==> src/rtl/serial_bus_pkg.sv <==
// Shared state encoding, bus-mode constants and default widths for the serial bus master.
package serial_bus_pkg;

    typedef enum logic [2:0] {
        IDLE,
        ADDR,
        GAP,
        WDATA,
        RDATA,
        WAIT_ACK,
        RESP
    } state_t;

    localparam logic MODE_ADDR = 1'b0;
    localparam logic MODE_DATA = 1'b1;

    localparam int DEF_ADDR_W      = 16;
    localparam int DEF_DATA_W      = 8;
    localparam int DEF_TIMEOUT_CYC = 255;

endpackage

==> src/rtl/bus_timeout_ctr.sv <==
// Cycle counter that flags expiry in the TIMEOUT_CYC-th enabled cycle after a clear.
module bus_timeout_ctr
    import serial_bus_pkg::*;
#(
    parameter int TIMEOUT_CYC = DEF_TIMEOUT_CYC
) (
    input  logic clk,
    input  logic rst_n,
    input  logic clear,
    input  logic enable,
    output logic expired
);

    localparam int              CNT_W = $clog2(TIMEOUT_CYC + 1);
    localparam logic [CNT_W-1:0] LAST = CNT_W'(TIMEOUT_CYC - 1);

    logic [CNT_W-1:0] cnt;

    always_ff @(posedge clk or negedge rst_n) begin
        if (!rst_n) begin
            cnt <= '0;
        end else if (clear) begin
            cnt <= '0;
        end else if (enable && !expired) begin
            cnt <= cnt + 1'b1;
        end
    end

    assign expired = enable && (cnt == LAST);

endmodule

==> src/rtl/bus_master_serializer.sv <==
// Serializes address/write data onto a one-bit bus and collects serial read data.
// Optional target timeout is enabled by defining BUS_MASTER_TIMEOUT_EN.
module bus_master_serializer
    import serial_bus_pkg::*;
#(
    parameter int ADDR_W      = DEF_ADDR_W,
    parameter int DATA_W      = DEF_DATA_W,
    parameter int TIMEOUT_CYC = DEF_TIMEOUT_CYC
) (
    input  logic              clk,
    input  logic              rst_n,
    input  logic              req_valid,
    output logic              req_ready,
    input  logic              req_write,
    input  logic [ADDR_W-1:0] req_addr,
    input  logic [DATA_W-1:0] req_wdata,
    output logic              resp_valid,
    output logic [DATA_W-1:0] resp_rdata,
    output logic              resp_err,
    output logic              bus_data_out,
    output logic              bus_data_out_valid,
    output logic              bus_mode,
    input  logic              bus_rdata_in,
    input  logic              bus_rdata_in_valid,
    input  logic              target_ack
);

    localparam int               CNT_W     = $clog2(ADDR_W) + 1;
    localparam logic [CNT_W-1:0] ADDR_LAST = CNT_W'(ADDR_W - 1);
    localparam logic [CNT_W-1:0] DATA_LAST = CNT_W'(DATA_W - 1);

    state_t            state;
    state_t            state_nx;
    logic [CNT_W-1:0]  bit_cnt;
    logic [ADDR_W-1:0] addr_sh;
    // Holds write data being shifted out, or read data being shifted in.
    logic [DATA_W-1:0] data_sh;
    logic              write_q;
    logic              rd_last;
    logic              tmo_expired;
    logic              err_flag;

    assign rd_last = (state == RDATA) && bus_rdata_in_valid && (bit_cnt == DATA_LAST);

`ifdef BUS_MASTER_TIMEOUT_EN
    logic err_q;
    logic timeout_hit;
    logic tmo_active;

    assign tmo_active  = (state == WAIT_ACK) || (state == RDATA);
    // A completing ack or final read bit wins over an expiry in the same cycle.
    assign timeout_hit = tmo_expired && !rd_last && !((state == WAIT_ACK) && target_ack);

    bus_timeout_ctr #(
        .TIMEOUT_CYC(TIMEOUT_CYC)
    ) u_timeout (
        .clk    (clk),
        .rst_n  (rst_n),
        .clear  (!tmo_active),
        .enable (tmo_active),
        .expired(tmo_expired)
    );

    always_ff @(posedge clk or negedge rst_n) begin
        if (!rst_n) begin
            err_q <= 1'b0;
        end else if (state == IDLE) begin
            err_q <= 1'b0;
        end else if (timeout_hit) begin
            err_q <= 1'b1;
        end
    end

    assign err_flag = err_q;
`else
    assign tmo_expired = 1'b0;
    assign err_flag    = 1'b0;
`endif

    always_comb begin
        state_nx = state;
        case (state)
            IDLE:     if (req_valid) state_nx = ADDR;
            ADDR:     if (bit_cnt == ADDR_LAST) state_nx = GAP;
            GAP:      state_nx = write_q ? WDATA : RDATA;
            WDATA:    if (bit_cnt == DATA_LAST) state_nx = WAIT_ACK;
            RDATA:    if (rd_last || tmo_expired) state_nx = RESP;
            WAIT_ACK: if (target_ack || tmo_expired) state_nx = RESP;
            RESP:     state_nx = IDLE;
            default:  state_nx = IDLE;
        endcase
    end

    always_ff @(posedge clk or negedge rst_n) begin
        if (!rst_n) begin
            state   <= IDLE;
            bit_cnt <= '0;
            addr_sh <= '0;
            data_sh <= '0;
            write_q <= 1'b0;
        end else begin
            state <= state_nx;
            if (state_nx != state) begin
                bit_cnt <= '0;
            end else if ((state == ADDR) || (state == WDATA) ||
                         ((state == RDATA) && bus_rdata_in_valid)) begin
                bit_cnt <= bit_cnt + 1'b1;
            end
            case (state)
                IDLE: begin
                    if (req_valid) begin
                        addr_sh <= req_addr;
                        data_sh <= req_wdata;
                        write_q <= req_write;
                    end
                end
                ADDR:  addr_sh <= addr_sh >> 1;
                WDATA: data_sh <= data_sh >> 1;
                RDATA: if (bus_rdata_in_valid) data_sh <= {bus_rdata_in, data_sh[DATA_W-1:1]};
                default: ;
            endcase
        end
    end

    assign req_ready          = (state == IDLE);
    assign bus_data_out_valid = (state == ADDR) || (state == WDATA);
    assign bus_data_out       = (state == ADDR)  ? addr_sh[0] :
                                (state == WDATA) ? data_sh[0] : 1'b0;
    assign bus_mode           = ((state == IDLE) || (state == ADDR)) ? MODE_ADDR : MODE_DATA;
    assign resp_valid         = (state == RESP);
    assign resp_err           = resp_valid && err_flag;
    assign resp_rdata         = (resp_valid && !write_q && !err_flag) ? data_sh : '0;

endmodule

==> config.mk <==
export PLATFORM = sky130hd
export DESIGN_NAME = bus_master_serializer
export DESIGN_NICKNAME = d
export VERILOG_FILES = /design/src/rtl/serial_bus_pkg.sv /design/src/rtl/bus_timeout_ctr.sv /design/src/rtl/bus_master_serializer.sv
export SDC_FILE = /design/constraint.sdc
export NUM_CORES = 1
export LEC_CHECK = 0
export ABC_AREA = 1
export CAP_MARGIN = 20
export CORE_AREA = 2 2 64 66
export CTS_CLUSTER_SIZE = 28
export DETAILED_ROUTE_END_ITERATION = 10
export DIE_AREA = 0 0 66 68
export PLACE_DENSITY = 0.73
export SKIP_CTS_REPAIR_TIMING = 1
export SYNTH_ARGS = -nofsm -noshare
export SYNTH_HDL_FRONTEND = slang
export SYNTH_SLANG_ARGS = --single-unit
export TNS_END_PERCENT = 20
==> constraint.sdc <==
create_clock -name clk -period 1.9 [get_ports clk]
set_clock_uncertainty 0.1 [all_clocks]
set_input_delay 0.38 -clock clk [delete_from_list [all_inputs] [get_ports clk]]
set_output_delay 0.38 -clock clk [all_outputs]
set_load 0.01 [all_outputs]
==> results of run 1 <==
-- final timing paths --
kind                                            to  slack (ns)  cells past startpoint
min in group clk           addr_sh[15]$_DFFE_PN0P_        0.40                      1
setup / recovery                      bus_data_out        0.05                      6
max in group asynchronous  addr_sh[12]$_DFFE_PN0P_        0.99                      2
hold reg to reg            addr_sh[15]$_DFFE_PN0P_        0.40                      1
hold / removal              addr_sh[3]$_DFFE_PN0P_        0.40                      2
setup reg to reg            bit_cnt[3]$_DFFE_PN0P_        0.16                     11
-- power by group --
part	internal, mW	total (mW)	leakage (nW)	switching, mW
clock	0.241	0.484	0.0399	0.244
sequential	1.02	1.16	0.394	0.139
combinational	0.811	1.97	0.841	1.16
total	2.07	3.62	1.27	1.55
-- critical path: stages, from the launching register on --
cell and delay [ns]:
dfrtp_1 0.40, buf_6 0.16, inv_2 0.05, nor2_4 0.12, nand2_2 0.07, o22ai_1 0.14
buf_2 0.16
-- stage by stage --
| step | total power [mW] | worst slack, ns | hold slack (ns) | instances | area, um2 |
|---|---|---|---|---|---|
| after floorplan | 2.457 | 0.01361 | -0.01559 | 218 | 1755 |
| after global placement | 3.087 | -0.09287 | 0.3882 | 323 | 2344 |
| after detailed placement | 3.133 | -0.1537 | 0.3851 | 323 | 2344 |
| after CTS | 3.628 | -0.4660 | 0.4111 | 329 | 2417 |
| after global routing | 3.958 | -0.04083 | 0.4355 | 329 | 2455 |
| final | 3.617 | 0.04628 | 0.4034 | 329 | 2455 |
-- sequential cells by signal, summed over array words and instances (netlist names) --
register / flops
data_sh: 8
state: 3
bit_cnt: 5
write_q: 1
addr_sh: 16
-- kinds of logic (layout without fill, tap and decap cells) --
group,Yosys count,in the layout,synth area share
xor+xnor,3,3,0.01497
flops,33,33,0.4704
fa+ha+maj,2,2,0.01425
simple gates,95,95,0.2480
buf+inv,37,98,0.09123
other cells,1,1,0.002136
compound gates,47,47,0.1590
-- layout make-up --
type / instances / area [um2] / area share
Multi-Input combinational cell: 148 / 798.3 / 0.3252
Inverter: 30 / 112.6 / 0.04587
Clock inverter: 1 / 5.005 / 0.002039
Clock buffer: 5 / 68.82 / 0.02803
Sequential cell: 33 / 825.8 / 0.3364
Tap cell: 50 / 62.56 / 0.02548
Timing Repair Buffer: 62 / 581.8 / 0.2370
-- cells in the mapped netlist --
cell / count / area, um2
a31oi_1: 1 / 6.260
nor2_1: 45 / 168.9
buf_4: 3 / 22.52
nor3_1: 3 / 15.01
nand4_1: 2 / 12.51
nand3_4: 1 / 17.52
o22ai_1: 16 / 100.1
xor2_1: 3 / 26.28
o21ai_2: 1 / 8.760
nand2_2: 7 / 43.79
inv_1: 25 / 93.84
nand3_1: 7 / 35.03
buf_6: 1 / 11.26
or2_1: 1 / 6.260
nor2_2: 5 / 31.28
o211ai_1: 1 / 7.510
a32o_1: 1 / 10.01
nor2_4: 2 / 22.52
ha_1: 2 / 25.02
o21ai_0: 17 / 85.08
o21ai_4: 1 / 16.27
conb_1: 1 / 3.750
clkbuf_1: 1 / 3.750
a21oi_1: 9 / 45.04
dfrtp_1: 33 / 825.8
inv_2: 5 / 18.77
nand2_1: 22 / 82.58
buf_2: 2 / 10.01
-- metal layers --
layer | global-route usage | vias to the layer above | part of all wire
li1 | - | 828 | -
met1 | 0.2555 | 751 | 0.47
met2 | 0.3194 | 42 | 0.46
met3 | 0.06908 | 4 | 0.062
met4 | 0.05357 | 0 | 0.0096
met5 | 0 | - | 0
==> impl_metrics.json, run 1 <==
{
  "status": "complete, no violations",
  "maxSlewViolCount": 0,
  "vias_per_cell": 4.939,
  "power.leakage_nw": 1.275,
  "ys_ff_latch": 33,
  "rsz0062_at_grt": "true",
  "cp-startpoint": "state[0]$_DFF_PN0_",
  "dieHeight_um": 68,
  "root_buffer": "clkbuf_8",
  "final.min_clock_period_ns": 1.854,
  "peakVddDrop_v": 0.0007819,
  "cap_violations": 0,
  "dr.pass1.iters": 4,
  "power_density_mw_per_mm2": 1474,
  "clk_pin_slew_ns": 0.06,
  "hold_viol_final": 0,
  "utilization": 0.6366,
  "drt_wl_total_um": 3976,
  "ys.warnings.count": 0,
  "cts_tree": "built",
  "syn_inst": 218,
  "cts.sinks": 33,
  "cp_max_fo": 7,
  "antenna_found_initial": 0,
  "dieArea_mm2": 0.004488,
  "ctsLongestPathBuffers": 2,
  "cts_buffers": 5,
  "syn_area_mm2": 0.001755,
  "most-common-layout-cells": "nor2_1 (43), dfrtp_1 (33), clkdlybuf4s50_1 (30), inv_1 (25), nand2_1 (21)",
  "startpoint_type": "register",
  "min_path_type": "primary input to async pin",
  "globalplace.congestion": 0.7665,
  "synth.net_count": 251,
  "vias": 1625,
  "ctsHtreeMaxLevel": 2,
  "layout_commonest_cell": "nor2_1",
  "drt-initial-drc-count": 66,
  "nets": 313,
  "finalCritPeriodShare": 0.9756,
  "grt_max_degree": 34,
  "ant_nets": 0,
  "r2r_start": "bit_cnt[0]$_DFFE_PN0P_",
  "route.detailed.drc": 0,
  "worstPathArrival_ns": 1.37,
  "synth.distinct_cells": 28,
  "io_pins": 45,
  "routedWlPerCell_um": 12.09,
  "grt-ovfl-total": 0,
  "io_buffer_count": 43,
  "required_ns": 1.42,
  "die_w_um": 66,
  "worst-setup-path-type": "register to primary output",
  "tns_ns": 0,
  "grt_pass1_wl_um": 6699,
  "core_mm2": 0.003856,
  "fill_cells": 343,
  "endpoint_kind": "primary output",
  "start_util": 0.4552,
  "clock_latency_ns": 0.28,
  "syn_area_per_cell_um2": 8.052,
  "grt_pass1_vias": 1538,
  "fmax_mhz": 539.5,
  "setup_viol": 0,
  "seq_area_frac_synth": 0.4704,
  "grt_usage": 0.1980,
  "dp.final_hpwl_um": 2844,
  "antennaDiodeCount": 0,
  "drive_gt1_frac": 0.1971,
  "syn_to_final_growth_pct": 39.84,
  "rows": 23
}
No activity file was read; power rests on OpenSTA's default activity.
==> inputs of run 2 (changes only) <==
--- a/config.mk
+++ b/config.mk
@@ -7,11 +7,12 @@
 export LEC_CHECK = 0
 export ABC_AREA = 1
 export CAP_MARGIN = 20
-export CORE_AREA = 2 2 64 66
+export CORE_AREA = 2 2 63 65
 export CTS_CLUSTER_SIZE = 28
 export DETAILED_ROUTE_END_ITERATION = 10
-export DIE_AREA = 0 0 66 68
-export PLACE_DENSITY = 0.73
+export DIE_AREA = 0 0 65 67
+export DONT_BUFFER_PORTS = 1
+export PLACE_DENSITY = 0.6
 export SKIP_CTS_REPAIR_TIMING = 1
 export SYNTH_ARGS = -nofsm -noshare
 export SYNTH_HDL_FRONTEND = slang
==> run 2 against run 1 <==
The flow now finishes with violations (setup timing). Global-route usage up 0.73 points. Sequential power increased by 3%. Critical path depth down 2. Clock power is 41% higher. Non-clock buffer count shrank 49. Routed wire length down 0.96%.
==> impl_metrics.json, run 2 (synthesized netlist as in run 1, its figures left out) <==
{
  "antenna_found_initial": 0,
  "nets": 264,
  "layout_commonest_cell": "nor2_1",
  "syn_to_final_growth_pct": 20.81,
  "maxSlewViolCount": 0,
  "startpoint_type": "register",
  "ctsLongestPathBuffers": 2,
  "setup_viol": 4,
  "routedWlPerCell_um": 14.06,
  "top_regs": "addr_sh: 16 flops, data_sh: 8 flops, bit_cnt: 5 flops",
  "ctsHtreeMaxLevel": 2,
  "grt_max_degree": 34,
  "stdcell_area_mm2": 0.002121,
  "required_ns": 1.42,
  "cts_tree": "built",
  "cp_max_fo": 8,
  "fmax_mhz": 519.9,
  "globalplace.congestion": 0.8606,
  "ant_nets": 0,
  "root_buffer": "clkbuf_8",
  "worst-setup-path-type": "register to primary output",
  "cts.sinks": 33,
  "dp.final_hpwl_um": 2821,
  "io_pins": 45,
  "endpoint_kind": "primary output",
  "largest_reg_flops": 16,
  "post-place-ws_ns": 0.1249,
  "drt-initial-drc-count": 122,
  "dieArea_mm2": 0.004355,
  "io_buffer_count": 0,
  "cts_buffers": 5,
  "status": "finished with violations",
  "antennaDiodeCount": 0,
  "drive_gt1_frac": 0.2457,
  "grt_pass1_wl_um": 6651,
  "die_w_um": 65,
  "holdWs_ns": 0.1536,
  "route.detailed.drc": 0,
  "power_density_mw_per_mm2": 1760,
  "clock_latency_ns": 0.28,
  "fin_ws_ns": -0.02354,
  "hold_viol_final": 0,
  "rsz0062_at_grt": "true",
  "grt_usage": 0.2053,
  "worstPathArrival_ns": 1.44,
  "min_path_type": "primary input to register",
  "start_util": 0.4868,
  "clk_pin_slew_ns": 0.07,
  "finalCritPeriodShare": 1.012,
  "final.min_clock_period_ns": 1.924,
  "rows": 22,
  "vias_per_cell": 5.261,
  "dr.pass1.iters": 4,
  "place_area_mm2": 0.001813,
  "vias": 1473,
  "top_register": "addr_sh",
  "drt_wl_total_um": 3938,
  "cap_violations": 0,
  "grt_pass1_vias": 1425,
  "violations": "setup timing",
  "dieHeight_um": 67,
  "utilization": 0.5881,
  "peakVddDrop_v": 0.0006624,
  "most-common-layout-cells": "nor2_1 (36), dfrtp_1 (31), inv_1 (25), nand2_1 (19), o21ai_0 (17)",
  "power.leakage_nw": 0.9553,
  "grt-ovfl-total": 0,
  "core_mm2": 0.003606
}
==> run 2: cell count changes in the layout (fill, tap and decap cells not counted), sizes merged <==
cell / delta
buf: -9
bufinv: +1
clkdlybuf4s50: -30
clkinv: -1
dlygate4sd3: +1
dlymetal6s2s: -9
==> run 2: cell type report <==
| type | instances | area [um2] |
|---|---|---|
| tap | 48 | 60.06 |
| timing repair buffer | 13 | 116.4 |
| clock buffer | 7 | 86.33 |
| sequential | 33 | 828.3 |
| multi-input combinational | 148 | 884.6 |
| inverter | 30 | 115.1 |
| clock inverter | 1 | 30.03 |
| fill | 337 | 1485 |
==> run 2: through the flow <==
step	std cells	setup TNS, ns	power, mW
after floorplan	218	0	2.457
after global placement	265	0	2.712
after detailed placement	265	0	2.793
after CTS	273	-1.204	3.479
after global routing	280	-0.6325	4.054
final	280	-0.04256	3.732
==> run 2: path summary, 6_finish.rpt <==
check	from	to	slack [ns]	cells past startpoint
max	state[0]$_DFF_PN0_	resp_rdata[0]	-0.02	4
min	req_valid	addr_sh[15]$_DFFE_PN0P_	0.15	1
max reg2reg	bit_cnt[0]$_DFFE_PN0P_	bit_cnt[3]$_DFFE_PN0P_	0.16	13
min reg2reg	addr_sh[15]$_DFFE_PN0P_	addr_sh[15]$_DFFE_PN0P_	0.40	1
max in group asynchronous	rst_n	state[1]$_DFF_PN0_	1.07	2
min in group asynchronous	rst_n	addr_sh[14]$_DFFE_PN0P_	0.44	2
==> run 2: worst max-delay path, cell delays in order (launching register included) <==
cell and delay (ns):
dfrtp_2 0.49, buf_6 0.15, nor3_4 0.16, nand2_4 0.19, nor2_4 0.18
==> run 2: layer usage <==
metal  vias to the layer above  wire [um]  global-route usage
met3                         8        226             0.06757
met2                        32       1939              0.3402
li1                        728          -                   -
met5                         -          0                   0
met1                       705       1690              0.2395
met4                         0         82             0.09840
==> run 2: report_power, final <==
part / switching, mW / total [mW] / internal (mW) / leakage, nW
Combinational: 1.20 / 1.85 / 0.650 / 0.506
Sequential: 0.174 / 1.20 / 1.02 / 0.391
Clock: 0.256 / 0.684 / 0.427 / 0.0585
Total: 1.63 / 3.73 / 2.10 / 0.955
==> inputs of run 3 (changes only) <==
--- a/config.mk
+++ b/config.mk
@@ -5,14 +5,14 @@
 export SDC_FILE = /design/constraint.sdc
 export NUM_CORES = 1
 export LEC_CHECK = 0
-export ABC_AREA = 1
 export CAP_MARGIN = 20
 export CORE_AREA = 2 2 63 65
+export CTS_CLUSTER_DIAMETER = 100
 export CTS_CLUSTER_SIZE = 28
 export DETAILED_ROUTE_END_ITERATION = 10
 export DIE_AREA = 0 0 65 67
 export DONT_BUFFER_PORTS = 1
-export PLACE_DENSITY = 0.6
+export PLACE_DENSITY = 0.61
 export SKIP_CTS_REPAIR_TIMING = 1
 export SYNTH_ARGS = -nofsm -noshare
 export SYNTH_HDL_FRONTEND = slang
==> run 3 against run 2 <==
The flow still finishes with violations (setup timing). Die area stayed put. Cell count fell by 15%. Critical path depth grew 3. Worst hold slack got worse by 0.048 ns. Global-route usage is 3.2 points lower. Routed wire length down 5.6%. Fmax shrank 1.7%. Register-to-register slack got worse by 0.22 ns. Clock power is 3% lower.
==> impl_metrics.json, run 3 <==
{
  "io_pins": 45,
  "startpoint_type": "register",
  "violations": "setup timing",
  "grt_pass1_vias": 1277,
  "syn_area_mm2": 0.001795,
  "hold_viol_final": 0,
  "syn_to_final_growth_pct": 18.54,
  "drt-initial-drc-count": 29,
  "most-common-layout-cells": "nor2_1 (38), dfrtp_1 (32), o22ai_1 (17), mux2_2 (16), buf_4 (14)",
  "grt-ovfl-total": 0,
  "clk_pin_slew_ns": 0.07,
  "synth.largest_area_cell": "dfrtp_1",
  "ctsLongestPathBuffers": 2,
  "ys.flop_type": "dfrtp_1",
  "ys.warnings.count": 0,
  "place_area_mm2": 0.001868,
  "core_mm2": 0.003606,
  "cts_tree": "built",
  "drt_wl_total_um": 3718,
  "seq_area_frac_synth": 0.4599,
  "rows": 22,
  "synth_area_leaders": "dfrtp_1 (46%), mux2_2 (11%), nor2_1 (7.9%), o22ai_1 (5.9%), and2_1 (3.1%)",
  "stdcell_area_mm2": 0.002128,
  "start_util": 0.4979,
  "top_regs": "addr_sh: 16 flops, data_sh: 8 flops, bit_cnt: 5 flops",
  "seq_area_um2": 827.0,
  "root_buffer": "clkbuf_8",
  "dieArea_mm2": 0.004355,
  "clock_latency_ns": 0.27,
  "yosys-top-cells-count": "nor2_1 (38), dfrtp_1 (33), mux2_2 (17), o22ai_1 (17), and2_1 (9)",
  "multi_input_area_um2": 967.2,
  "syn_inst": 177,
  "tns_ns": -0.07375,
  "setup_viol": 4,
  "layout_commonest_cell": "nor2_1",
  "route.detailed.drc": 0,
  "worstPathArrival_ns": 2.05,
  "min_path_type": "primary input to register",
  "power_density_mw_per_mm2": 1685,
  "routedWlPerCell_um": 15.56,
  "synth_edf_count": 0,
  "synth.net_count": 210,
  "peakVddDrop_v": 0.0007601,
  "cts_buffers": 5,
  "globalplace.congestion": 0.7973,
  "largest_reg_flops": 16,
  "grt_max_degree": 34,
  "antennaDiodeCount": 0,
  "maxSlewViolCount": 0,
  "die_w_um": 65,
  "nets": 223,
  "r2r_setup_slack_ns": -0.06,
  "grt_pass1_wl_um": 5747,
  "vias_per_cell": 5.577,
  "top_register": "addr_sh",
  "synth_most_common_cell": "nor2_1",
  "dp.cells": 226,
  "cap_violations": 0,
  "grt_usage": 0.1738,
  "utilization": 0.5902,
  "fin_ws_ns": -0.05634,
  "ctsHtreeMaxLevel": 2,
  "fmax_mhz": 511.2,
  "ys_ff_latch": 33,
  "dr.pass1.iters": 4,
  "yosysTopAreaCellShare": 0.4599,
  "finalCritPeriodShare": 1.030,
  "power.leakage_nw": 0.8946,
  "drive_gt1_frac": 0.3455,
  "required_ns": 1.99,
  "io_buffer_count": 0,
  "status": "finished with violations",
  "cts.sinks": 33,
  "antenna_found_initial": 0,
  "endpoint_kind": "register",
  "ant_nets": 0,
  "synth.distinct_cells": 38,
  "async_reset_ff_frac": 1.000,
  "final.min_clock_period_ns": 1.956,
  "worst-setup-path-type": "register to register",
  "stdcell_count": 239,
  "rsz0062_at_grt": "true",
  "fill_cells": 321,
  "dp.final_hpwl_um": 2642,
  "syn_area_per_cell_um2": 10.14,
  "vias": 1333,
  "cp_max_fo": 5,
  "dieHeight_um": 67
}
[run 3: changes by cell type in the layout (fill, tap and decap cells not counted), sizes merged, moves of 4 or more]
cell / before / now
nor2b: 0 / 5
o21ai: 19 / 4
inv: 30 / 3
mux2: 0 / 17
nor2: 52 / 39
a21oi: 9 / 4
buf: 12 / 16
nand2: 29 / 5
nand3: 8 / 2
and2: 0 / 9
[run 3: path summary, 6_finish.rpt]
kind / from / to / cells past startpoint
min reg2reg: addr_sh[1]$_DFFE_PN0P_ / addr_sh[1]$_DFFE_PN0P_ / 2
min in group asynchronous: rst_n / data_sh[7]$_DFFE_PN0P_ / 2
max reg2reg: bit_cnt[1]$_DFFE_PN0P_ / bit_cnt[4]$_DFFE_PN0P_ / 7
max in group asynchronous: rst_n / state[0]$_DFF_PN0_ / 2
max: bit_cnt[1]$_DFFE_PN0P_ / bit_cnt[4]$_DFFE_PN0P_ / 7
min: target_ack / state[0]$_DFF_PN0_ / 1
[run 3: worst max-delay path, cell delays in order, from the launching register on]
cell      delay, ns
dfrtp_1        0.39
ha_2           0.20
and3_4         0.19
ha_4           0.15
mux2_4         0.27
a32oi_4        0.23
a31oi_4        0.15
a211oi_2       0.20
[run 3: layer usage]
| metal | track usage | part of all wire | up-vias |
|---|---|---|---|
| li1 | - | - | 642 |
| met1 | 0.2056 | 0.41 | 648 |
| met2 | 0.3028 | 0.51 | 38 |
| met3 | 0.04561 | 0.062 | 5 |
| met4 | 0.06383 | 0.012 | 0 |
| met5 | 0 | 0 | - |
[run 3: cell type report]
cell class                      count  share of cell area
Clock buffer                        7             0.04056
Inverter                            3            0.005291
Tap cell                           48             0.02822
Clock inverter                      1             0.01411
Sequential cell                    33              0.3886
Timing Repair Buffer               17             0.06878
Multi-Input combinational cell    130              0.4544
[run 3: metrics by stage]
| step | power (mW) | hold slack [ns] | worst slack [ns] |
|---|---|---|---|
| 3_5_place_dp | 2.799 | -0.01484 | -0.05524 |
| 2_1_floorplan | 2.522 | -0.01559 | 0.002292 |
| 4_1_cts | 3.472 | -0.3141 | -0.1096 |
| 6_report | 3.586 | 0.1058 | -0.05634 |
| 5_1_grt | 3.873 | 0.1142 | -0.1134 |
| 3_3_place_gp | 2.697 | -0.01474 | -0.006887 |
[run 3: cells by family after synthesis]
logic type	count (synthesis)	synth area share
flip-flops	33	0.4599
AO/OA/AOI/OAI	33	0.1199
XOR/XNOR	3	0.01464
buffers and inverters	14	0.05714
multiplexers	20	0.1233
adder cells (fa/ha/maj)	2	0.01394
other	1	0.002089
AND/OR/NAND/NOR	71	0.2091
[run 3: power by group]
group	internal, mW	switching (mW)	total (mW)
sequential	1.05	0.216	1.26
clock	0.427	0.238	0.665
combinational	0.778	0.881	1.66
